==> config.mk <==
export PLATFORM = sky130hd
export DESIGN_NAME = alu_seq_flat
export DESIGN_NICKNAME = d
export VERILOG_FILES = /design/src/rtl/alu_pkg.sv /design/src/rtl/alu_seq_if.sv /design/src/rtl/alu_seq_comb.sv /design/src/rtl/alu_seq.sv /design/src/flat_wrapper.sv
export SDC_FILE = /design/constraint.sdc
export NUM_CORES = 1
export LEC_CHECK = 0
export ABC_AREA = 1
export BUFFER_PORTS_ARGS = -buffer_cell sky130_fd_sc_hd__clkbuf_2
export CORE_MARGIN = 3
export CORE_UTILIZATION = 70
export CTS_CLUSTER_SIZE = 40
export DETAILED_ROUTE_END_ITERATION = 6
export PLACE_DENSITY = 0.92
export SYNTH_ARGS = -nofsm -noshare
export SYNTH_HDL_FRONTEND = slang
export SYNTH_SLANG_ARGS = --single-unit
export TNS_END_PERCENT = 20
==> constraint.sdc <==
create_clock -name iClk -period 6.7 [get_ports iClk]
set_clock_uncertainty 0.15 [all_clocks]
set_input_delay 1.005 -clock iClk [delete_from_list [all_inputs] [get_ports iClk]]
set_output_delay 1.005 -clock iClk [all_outputs]
set_load 0.05 [all_outputs]
==> src/rtl/alu_pkg.sv <==
// alu_pkg: shared opcodes, FSM states and flag bundle for alu_seq
package alu_pkg;
    localparam logic [5:0] FUN_ADD = 6'b000000;
    localparam logic [5:0] FUN_SUB = 6'b000001;
    localparam logic [5:0] FUN_MUL = 6'b000010;
    localparam logic [5:0] FUN_DIV = 6'b000011;
    localparam logic [5:0] FUN_AND = 6'b011000;
    localparam logic [5:0] FUN_OR  = 6'b011110;
    localparam logic [5:0] FUN_XOR = 6'b010110;
    localparam logic [5:0] FUN_NOR = 6'b010001;
    localparam logic [5:0] FUN_STA = 6'b011010;
    localparam logic [5:0] FUN_LUI = 6'b011011;
    localparam logic [5:0] FUN_SLL = 6'b100000;
    localparam logic [5:0] FUN_SRL = 6'b100001;
    localparam logic [5:0] FUN_SRA = 6'b100011;
    localparam logic [5:0] FUN_EQ  = 6'b110011;
    localparam logic [5:0] FUN_NEQ = 6'b110001;
    localparam logic [5:0] FUN_LT  = 6'b110101;
    localparam logic [5:0] FUN_LEZ = 6'b111101;
    localparam logic [5:0] FUN_GEZ = 6'b111001;
    localparam logic [5:0] FUN_GTZ = 6'b111111;
    typedef enum logic [1:0] {IDLE, MUL, DIV} state_t;
    typedef struct packed {
        logic z;
        logic v;
        logic n;
    } flags_t;
endpackage

==> src/rtl/alu_seq_if.sv <==
// alu_seq_if: request/result handshake bundle between the EX stage and alu_seq
interface alu_seq_if #(parameter int WIDTH = 32);
    logic             iValid, oReady, iSign, oValid, iReady, oZ, oV, oN, oBusy;
    logic [WIDTH-1:0] iA, iB, oS, oHi;
    logic [5:0]       iALUFun;
    modport slave (input iValid, iA, iB, iALUFun, iSign, iReady,
                   output oReady, oValid, oS, oHi, oZ, oV, oN, oBusy);
    modport master (output iValid, iA, iB, iALUFun, iSign, iReady,
                    input oReady, oValid, oS, oHi, oZ, oV, oN, oBusy);
endinterface

==> src/rtl/alu_seq_comb.sv <==
// alu_seq_comb: single-cycle ALU ops and flags; unknown opcodes yield zero
module alu_seq_comb
    import alu_pkg::*;
#(
    parameter int WIDTH = 32,
    localparam int SHAMT_W = $clog2(WIDTH)
) (
    input  logic [WIDTH-1:0] i_a,
    input  logic [WIDTH-1:0] i_b,
    input  logic [5:0]       i_fun,
    input  logic             i_sign,
    output logic [WIDTH-1:0] o_s,
    output flags_t           o_flags
);
    localparam int M = WIDTH - 1;
    logic [WIDTH:0]     w_sum, w_dif;
    logic [SHAMT_W-1:0] w_sh;
    logic               w_add_ov, w_sub_ov, w_lt, w_az;
    assign w_sum    = {1'b0, i_a} + {1'b0, i_b};
    assign w_dif    = {1'b0, i_a} - {1'b0, i_b};
    assign w_sh     = i_a[SHAMT_W-1:0];
    assign w_add_ov = (i_a[M] == i_b[M]) && (w_sum[M] != i_a[M]);
    assign w_sub_ov = (i_a[M] != i_b[M]) && (w_dif[M] != i_a[M]);
    assign w_lt     = i_sign ? ($signed(i_a) < $signed(i_b)) : (i_a < i_b);
    assign w_az     = i_a == '0;
    always_comb begin
        o_s     = '0;
        o_flags = '0;
        case (i_fun)
            FUN_ADD: begin
                o_s       = w_sum[M:0];
                o_flags.v = i_sign ? w_add_ov : w_sum[WIDTH];
                o_flags.n = i_sign & (w_sum[M] ^ w_add_ov);
            end
            FUN_SUB: begin
                o_s       = w_dif[M:0];
                o_flags.v = i_sign ? w_sub_ov : w_dif[WIDTH];
                o_flags.n = i_sign ? (w_dif[M] ^ w_sub_ov) : w_dif[WIDTH];
            end
            FUN_AND: o_s = i_a & i_b;
            FUN_OR:  o_s = i_a | i_b;
            FUN_XOR: o_s = i_a ^ i_b;
            FUN_NOR: o_s = ~(i_a | i_b);
            FUN_STA: o_s = i_a;
            FUN_SLL: o_s = i_b << w_sh;
            FUN_SRL: o_s = i_b >> w_sh;
            FUN_SRA: o_s = $unsigned($signed(i_b) >>> w_sh);
            FUN_LUI: o_s = {i_b[WIDTH/2-1:0], {(WIDTH/2){1'b0}}};
            FUN_EQ:  o_s = {{M{1'b0}}, i_a == i_b};
            FUN_NEQ: o_s = {{M{1'b0}}, i_a != i_b};
            FUN_LT:  o_s = {{M{1'b0}}, w_lt};
            FUN_LEZ: o_s = {{M{1'b0}}, i_a[M] | w_az};
            FUN_GEZ: o_s = {{M{1'b0}}, ~i_a[M]};
            FUN_GTZ: o_s = {{M{1'b0}}, ~i_a[M] & ~w_az};
            default: o_s = '0;
        endcase
        o_flags.z = o_s == '0;
    end
endmodule

==> src/rtl/alu_seq.sv <==
// alu_seq: registered ALU with handshakes, iterative shift-add multiply and
// restoring divide on operand magnitudes with sign fix-up on the final edge.
module alu_seq
    import alu_pkg::*;
#(
    parameter int WIDTH   = 32,
    parameter int SHAMT_W = $clog2(WIDTH)
) (
    input logic      iClk,
    input logic      iRst_n,
    alu_seq_if.slave bus
);
    localparam logic [WIDTH-1:0] MIN      = {1'b1, {(WIDTH-1){1'b0}}};
    localparam logic [SHAMT_W:0] CNT_INIT = (SHAMT_W+1)'(WIDTH);
    localparam logic [SHAMT_W:0] CNT_ONE  = (SHAMT_W+1)'(1);
    state_t             r_state, w_state_n;
    logic [WIDTH-1:0]   r_hi, r_lo, r_m, r_s, r_h;
    logic [SHAMT_W:0]   r_cnt;
    logic               r_sign, r_negq, r_negr, r_ovf, r_valid;
    flags_t             r_f, w_c_f, w_f_n;
    logic [WIDTH-1:0]   w_c_s, w_s_n, w_h_n, w_a_mag, w_b_mag, w_hi_n, w_lo_n, w_q, w_r, w_dsub;
    logic [WIDTH:0]     w_madd, w_dsh;
    logic [2*WIDTH-1:0] w_prod;
    logic               w_acc, w_is_mul, w_is_div, w_div0, w_iter, w_last, w_load, w_dok;

    alu_seq_comb #(.WIDTH(WIDTH)) u_comb (
        .i_a(bus.iA), .i_b(bus.iB), .i_fun(bus.iALUFun), .i_sign(bus.iSign),
        .o_s(w_c_s), .o_flags(w_c_f)
    );

    assign bus.oReady = (r_state == IDLE) && (!r_valid || bus.iReady);
    assign bus.oBusy  = r_state != IDLE;
    assign bus.oValid = r_valid;
    assign bus.oS     = r_s;
    assign bus.oHi    = r_h;
    assign bus.oZ     = r_f.z;
    assign bus.oV     = r_f.v;
    assign bus.oN     = r_f.n;

    assign w_acc    = bus.iValid && bus.oReady;
    assign w_is_mul = bus.iALUFun == FUN_MUL;
    assign w_is_div = bus.iALUFun == FUN_DIV;
    assign w_div0   = w_is_div && (bus.iB == '0);
    assign w_iter   = w_is_mul || (w_is_div && !w_div0);
    assign w_last   = bus.oBusy && (r_cnt == CNT_ONE);
    assign w_load   = (w_acc && !w_iter) || w_last;
    assign w_a_mag  = (bus.iSign && bus.iA[WIDTH-1]) ? -bus.iA : bus.iA;
    assign w_b_mag  = (bus.iSign && bus.iB[WIDTH-1]) ? -bus.iB : bus.iB;

    // One iteration step; the last step feeds the output register directly
    assign w_madd = {1'b0, r_hi} + (r_lo[0] ? {1'b0, r_m} : '0);
    assign w_dsh  = {r_hi, r_lo[WIDTH-1]};
    assign w_dok  = w_dsh >= {1'b0, r_m};
    assign w_dsub = w_dsh[WIDTH-1:0] - r_m;
    assign w_hi_n = (r_state == MUL) ? w_madd[WIDTH:1] : (w_dok ? w_dsub : w_dsh[WIDTH-1:0]);
    assign w_lo_n = (r_state == MUL) ? {w_madd[0], r_lo[WIDTH-1:1]} : {r_lo[WIDTH-2:0], w_dok};
    assign w_prod = r_negq ? -{w_hi_n, w_lo_n} : {w_hi_n, w_lo_n};
    assign w_q    = r_negq ? -w_lo_n : w_lo_n;
    assign w_r    = r_negr ? -w_hi_n : w_hi_n;

    always_comb begin
        w_state_n = r_state;
        w_s_n     = w_c_s;
        w_h_n     = '0;
        w_f_n     = w_c_f;
        if (r_state == IDLE)
            w_state_n = !w_acc ? IDLE : w_is_mul ? MUL : w_iter ? DIV : IDLE;
        else if (w_last)
            w_state_n = IDLE;
        if (r_state == MUL) begin
            w_s_n   = w_prod[WIDTH-1:0];
            w_h_n   = w_prod[2*WIDTH-1:WIDTH];
            w_f_n.z = w_prod == '0;
            w_f_n.n = r_sign & w_prod[2*WIDTH-1];
            w_f_n.v = r_sign ? (w_h_n != {WIDTH{w_s_n[WIDTH-1]}}) : (w_h_n != '0);
        end else if (r_state == DIV) begin
            w_s_n = w_q;
            w_h_n = w_r;
            w_f_n = '{z: w_q == '0, v: r_ovf, n: r_sign & w_q[WIDTH-1]};
        end else if (w_div0) begin
            w_s_n = '1;
            w_h_n = bus.iA;
            w_f_n = '{z: 1'b0, v: 1'b1, n: bus.iSign};
        end
    end

    always_ff @(posedge iClk or negedge iRst_n) begin
        if (!iRst_n) begin
            r_state <= IDLE;
            r_hi    <= '0;
            r_lo    <= '0;
            r_m     <= '0;
            r_cnt   <= '0;
            r_sign  <= 1'b0;
            r_negq  <= 1'b0;
            r_negr  <= 1'b0;
            r_ovf   <= 1'b0;
            r_s     <= '0;
            r_h     <= '0;
            r_f     <= '0;
            r_valid <= 1'b0;
        end else begin
            r_state <= w_state_n;
            if (w_acc) begin
                r_hi   <= '0;
                r_lo   <= w_is_mul ? w_b_mag : w_a_mag;
                r_m    <= w_is_mul ? w_a_mag : w_b_mag;
                r_cnt  <= CNT_INIT;
                r_sign <= bus.iSign;
                r_negq <= bus.iSign & (bus.iA[WIDTH-1] ^ bus.iB[WIDTH-1]);
                r_negr <= bus.iSign & bus.iA[WIDTH-1];
                r_ovf  <= bus.iSign && (bus.iA == MIN) && (bus.iB == '1);
            end else if (bus.oBusy) begin
                r_hi  <= w_hi_n;
                r_lo  <= w_lo_n;
                r_cnt <= r_cnt - CNT_ONE;
            end
            if (w_load) begin
                r_s     <= w_s_n;
                r_h     <= w_h_n;
                r_f     <= w_f_n;
                r_valid <= 1'b1;
            end else if (bus.iReady) begin
                r_valid <= 1'b0;
            end
        end
    end
endmodule

==> src/flat_wrapper.sv <==
// flat-port wrapper written by rule: the top's interface ports become plain ports
module alu_seq_flat import alu_pkg::*;
#(
    parameter int WIDTH   = 32,
    parameter int SHAMT_W = $clog2(WIDTH)
)
  (iClk, iRst_n, bus_iValid, bus_iA, bus_iB, bus_iALUFun, bus_iSign, bus_iReady, bus_oReady, bus_oValid, bus_oS, bus_oHi, bus_oZ, bus_oV, bus_oN, bus_oBusy);
  alu_seq_if #(.WIDTH(WIDTH)) bus_i ();
  input logic iClk;
  input logic iRst_n;
  input wire logic [$bits(bus_i.iValid)-1:0] bus_iValid;
  input wire logic [$bits(bus_i.iA)-1:0] bus_iA;
  input wire logic [$bits(bus_i.iB)-1:0] bus_iB;
  input wire logic [$bits(bus_i.iALUFun)-1:0] bus_iALUFun;
  input wire logic [$bits(bus_i.iSign)-1:0] bus_iSign;
  input wire logic [$bits(bus_i.iReady)-1:0] bus_iReady;
  output wire logic [$bits(bus_i.oReady)-1:0] bus_oReady;
  output wire logic [$bits(bus_i.oValid)-1:0] bus_oValid;
  output wire logic [$bits(bus_i.oS)-1:0] bus_oS;
  output wire logic [$bits(bus_i.oHi)-1:0] bus_oHi;
  output wire logic [$bits(bus_i.oZ)-1:0] bus_oZ;
  output wire logic [$bits(bus_i.oV)-1:0] bus_oV;
  output wire logic [$bits(bus_i.oN)-1:0] bus_oN;
  output wire logic [$bits(bus_i.oBusy)-1:0] bus_oBusy;
  assign bus_i.iValid = bus_iValid;
  assign bus_i.iA = bus_iA;
  assign bus_i.iB = bus_iB;
  assign bus_i.iALUFun = bus_iALUFun;
  assign bus_i.iSign = bus_iSign;
  assign bus_i.iReady = bus_iReady;
  assign bus_oReady = bus_i.oReady;
  assign bus_oValid = bus_i.oValid;
  assign bus_oS = bus_i.oS;
  assign bus_oHi = bus_i.oHi;
  assign bus_oZ = bus_i.oZ;
  assign bus_oV = bus_i.oV;
  assign bus_oN = bus_i.oN;
  assign bus_oBusy = bus_i.oBusy;
  alu_seq #(.WIDTH(WIDTH), .SHAMT_W(SHAMT_W)) u_core (.iClk(iClk), .iRst_n(iRst_n), .bus(bus_i));
endmodule
==> metrics.md, run 1 <==
| Metric | Value |
|---|---|
| Status | `did not finish` |
| Last stage reached | `global routing` |
| First Err | `[ERROR GRT-0116] Global routing finished with congestion. Check the congestion regions in the DRC Viewer.` |
| Clock sink total | `176` |
| Setup Fix Bufs, Post-CTS | `0` |
| Gate Count Post-Synth | `between 5000 and 6000` |
| Starting density of the core | `0.715` |
| TritonCTS buffer count | `17` |
| Top cell type's share of synthesized area | `0.180` |
| IO Count | `145` |
| Post-Syn Area | `0.0287 mm^2` |
| Clock root buffer | `clkbuf_16` |
| Sequential share of the synthesized area | `0.154` |
| Row count | `73` |
| First-pass GRT wire length | `around 230000 um` |
| H-Tree Depth | `4` |
| Pin count of the biggest net entering global routing | `about 120` |
| Mean Syn Cell Area | `roughly 5.7 um^2` |
| DP HPWL | `just over 100000 um` |
| Netlist cell types | `71` |
| Final RePlAce weighted congestion | `roughly 1.4` |
| Die width | `approximately 210 um` |
| Hold Buf Count CTS | `0` |
| Yosys reg bits | `between 150 and 200` |
| Ys async rst share | `1.00` |
| Overflow after GRT | `about 120` |
| Die Height | `208 um` |
| Syn Nets | `roughly 5300` |
| Top FF cell, synth | `dfrtp_1` |
| Synth top area cells | `nand2_1, dfrtp_1, inv_1` |
| Global Route Usage Sum | `0.668` |
| Vias in the first global route | `~38000` |
| PostCTS Resize Cnt | `0` |
| Post-synth EDFFs | `0` |
| Warnings, synthesis | `0` |
| Clock Path Buffers | `2` |
| Post-synth top area cell | `nand2_1` |
| Port bufs | `144` |
synthesized netlist by cell type (17+ instances only):
cell type / count
nand2_1: 1377
inv_1: 695
nor2_1: 458
o21ai_0: 440
a21oi_1: 326
nand3_1: 320
dfrtp_1: 176
ha_1: 167
clkbuf_1: 157
xor2_1: 109
nand4_1: 92
o22ai_1: 75
nor3_1: 61
o221ai_1: 44
o211ai_1: 42
nor2_2: 38
nand2_2: 35
o21ai_1: 32
a221oi_1: 30
a211oi_1: 20
buf_2: 20
or2_2: 20
inv_2: 19
buf_1: 18
o2111ai_1: 18
nand3_2: 17
logic make-up after synthesis:
logic type / Yosys count / share of synthesized area
buffers and inverters: 939 / 0.128
AOI/OAI and AO/OA: 1145 / 0.233
adders and majority gates: 172 / 0.0764
DFF: 176 / 0.154
and+or+nand+nor: 2480 / 0.369
xor gates and xnor gates: 123 / 0.0378
muxes: 6 / 0.00209
metrics by stage:
step	hold slack, ps	setup slack (ps)	cells	instance area [um^2]	utilization
after CTS	337	1040	5577	30100	0.750
after detailed placement	319	597	5545	29500	0.736
after global placement	312	851	5545	29500	0.736
after floorplan	305	945	5041	28700	-
layer usage:
metal | overflow | GRT usage
met5 | 0 | 0.168
met4 | 62 | 0.641
met3 | 1 | 0.523
met2 | 60 | 0.818
met1 | 1 | 0.686
==> inputs of run 2 (changes only) <==
Settings changed: CORE_UTILIZATION 70 to 40, CTS_CLUSTER_SIZE 40 to not set, PLACE_DENSITY 0.92 to not set, PLACE_DENSITY_LB_ADDON set to 0.15.
==> metrics.md, run 2 <==
| Metric | Value |
|---|---|
| Status | `completed` |
| First-pass GRT wire length | `251000 um` |
| Starting density of the core | `0.407 (-0.308)` |
| Pwr dens | `roughly 360 mW/mm^2` |
| Commonest non-fill, non-tap cell in the layout | `nand2_1` |
| Cell count after placement | `6045 (+9.0%)` |
| Crit path max-delay family | `compound AO/OA/AOI/OAI gates` |
| Die width | `274 um (+31%)` |
| Clock sink total | `176 (unchanged)` |
| Synth top area cells | `nand2_1, dfrtp_1, inv_1` |
| Warnings, synthesis | `0 (unchanged)` |
| Netlist cell types | `71 (unchanged)` |
| CP endpoint kind | `flip-flop` |
| Core outline area | `around 0.07 mm^2` |
| Startpoint Class | `primary input` |
| Worst-path clk slew | `around 90 ps` |
| Slew headroom | `0.145` |
| Share of cells above drive strength 1 | `0.0913` |
| TritonCTS buffer count | `17 (unchanged)` |
| Most used cell, CP | `nand2_1` |
| Post-synth EDFFs | `0 (unchanged)` |
| Avg Vias per Cell | `approximately 6` |
| Top-count cell post-synth | `nand2_1` |
| Crit-path max FO | `7` |
| Max-cap violation count | `0` |
| Fin crit share | `0.890` |
| Setup_tns | `0 ps` |
| Ys async rst share | `1.00 (unchanged)` |
| Setup Fix Bufs, Post-CTS | `0 (unchanged)` |
| Synth-to-layout area growth | `9.14%` |
| Crit path DAT | `approximately 6200 ps` |
| Post-Syn Area | `0.0287 mm^2 (unchanged)` |
| Crit path largest cell delay | `just over 500 ps` |
| Routed WL | `about 180000 um` |
| Commonest cells after routing, fill and taps aside | `nand2_1, inv_1, nor2_1` |
| Critical-path top delay cell | `fa_1` |
| Unrepaired setup endpoints after global routing | `no` |
| Busiest grt layer | `met2` |
| DRC Markers | `0` |
| Crit path buf inv count | `6` |
| CTS tree | `done` |
| Clock Path Buffers | `2 (unchanged)` |
| Die Height | `274 um (+31%)` |
| Met3 Use GR | `0.0858` |
| Final hold viol count | `0` |
| IO Count | `145 (unchanged)` |
| Sequential share of the synthesized area | `0.154 (unchanged)` |
| Syn Nets | `5288 (unchanged)` |
| Worst-margin pin slew | `around 1300 ps` |
| Vias in the first global route | `between 30000 and 40000` |
| DP HPWL | `146000 um (+42%)` |
| Top FF cell, synth | `dfrtp_1` |
| Nets | `between 5000 and 6000` |
| Final Max Tran Viols | `0` |
| # setup viols final | `0` |
| Initial drt markers | `between 5000 and 6000` |
| Fill count | `7940` |
| Gate Count Post-Synth | `5041 (unchanged)` |
| Row count | `97 (+33%)` |
| Critical path class | `primary input to flip-flop` |
| Antenna violations before repair | `4` |
| Clk_lat worst skew | `between 400 and 500 ps` |
| CP required | `about 7000 ps` |
| Top cell type's share of synthesized area | `0.180 (unchanged)` |
| DR vias | `37468` |
| Pin count of the biggest net entering global routing | `86` |
| Crit path time final | `about 6000 ps` |
| Final ANT Viol Nets | `0` |
| Mean Syn Cell Area | `5.69 um^2 (unchanged)` |
| Global Route Usage Sum | `0.466` |
| Yosys reg bits | `176 (unchanged)` |
| Hold Buf Count CTS | `0 (unchanged)` |
| Commonest cells post-synth | `nand2_1, inv_1, nor2_1, o21ai_0, a21oi_1` |
| Fmax | `around 0.17 GHz` |
| Post-synth top area cell | `nand2_1` |
| Pre-antenna DRT Iters | `6` |
| PostCTS Resize Cnt | `0 (unchanged)` |
| Leakage | `between 0.015 and 0.02 uW` |
| H-Tree Depth | `4 (unchanged)` |
| Clock root buffer | `clkbuf_16` |
| Overflow after GRT | `0` |
| Fin cells | `6082` |
| Hold crit path type | `flip-flop to flip-flop` |
| Final RePlAce weighted congestion | `1.13 (-21%)` |
| Die Area | `0.0749 mm^2` |
| Maximum vdd drop | `0.272 mV` |
| Avg WL per Cell | `just under 30 um` |
| GRT met1 Usage | `0.534` |
| Port bufs | `144 (unchanged)` |
| GR met2 Demand/Resource | `0.740` |
## run 2: cell counts after synthesis
No cell type changed its count.
## run 2: worst register-to-register path: stages, from the launching register on
cell     delay, ps
dfrtp_1        890
buf_4          390
nand2_1         90
inv_1           60
ha_1           270
nand2_1        110
inv_1           60
nand2_1        120
nand3_1        290
a21oi_1        520
xor2_1         210
nand2_1         90
nand3_2        270
nand2_1        180
nor2_2         250
nand2_2        140
o21ai_4        230
nand3_1        130
nand2_1        120
nand2_1         90
nor2_1         100
nand2_1         60
nor2_2         130
nand3_1         90
a21oi_1        330
nand2_1        100
nand2_1         60
## run 2: layout make-up
type,instances,area [um^2],share of cell area
diodes,5,12.5,0.000400
clock buffers,19,453,0.0145
clock inverters,13,160,0.00512
inverters,726,2730,0.0871
multi-input cells,3926,20600,0.659
flip-flops and latches,176,4410,0.141
well taps,940,1180,0.0376
repair buffers,277,1730,0.0552
## run 2: metal layers
layer	routed length [um]	vias up
li1	-	16836
met1	64900	17486
met2	79400	2451
met3	15700	693
met4	19900	2
met5	11	-
## run 2: report_power, final
part | internal [uW] | switching [uW]
registers | 1330 | 292
logic | 2260 | 6410
clock network | 555 | 535
total | 4140 | 7240
## run 2: worst paths after layout
check	from	end	slack [ps]	cells after the start
max reg2reg	u_core.r_lo[0]	u_core.bus.oZ	1100	26
min	u_core.bus.oHi[24]	u_core.bus.oHi[24]	330	2
max in group asynchronous	iRst_n	u_core.r_lo[14]	4780	2
min in group asynchronous	iRst_n	u_core.r_hi[19]	400	1
min reg2reg	u_core.bus.oHi[24]	u_core.bus.oHi[24]	330	2
max	bus_iB[2]	u_core.bus.oZ	740	28
## run 2: cells by family after synthesis
group | share of synthesized area
AO/OA/AOI/OAI | 0.233
adder cells (fa/ha/maj) | 0.0764
buffers and inverters | 0.128
flip-flops | 0.154
XOR/XNOR | 0.0378
AND/OR/NAND/NOR | 0.369
multiplexers | 0.00209
## run 2: through the flow
step                hold WS (ps)  power (uW)  utilization  cell area, um^2  setup slack [ps]
global route                 353       12100        0.444            31300               438
global placement             315        9970        0.435            30700               650
detailed placement           317        9970        0.435            30700               553
finish                       334       11400        0.444            31300               739
CTS                          339       11100        0.444            31300              1010
floorplan                    305        7110            -            28700               945
No activity file was read; power rests on OpenSTA's default activity.
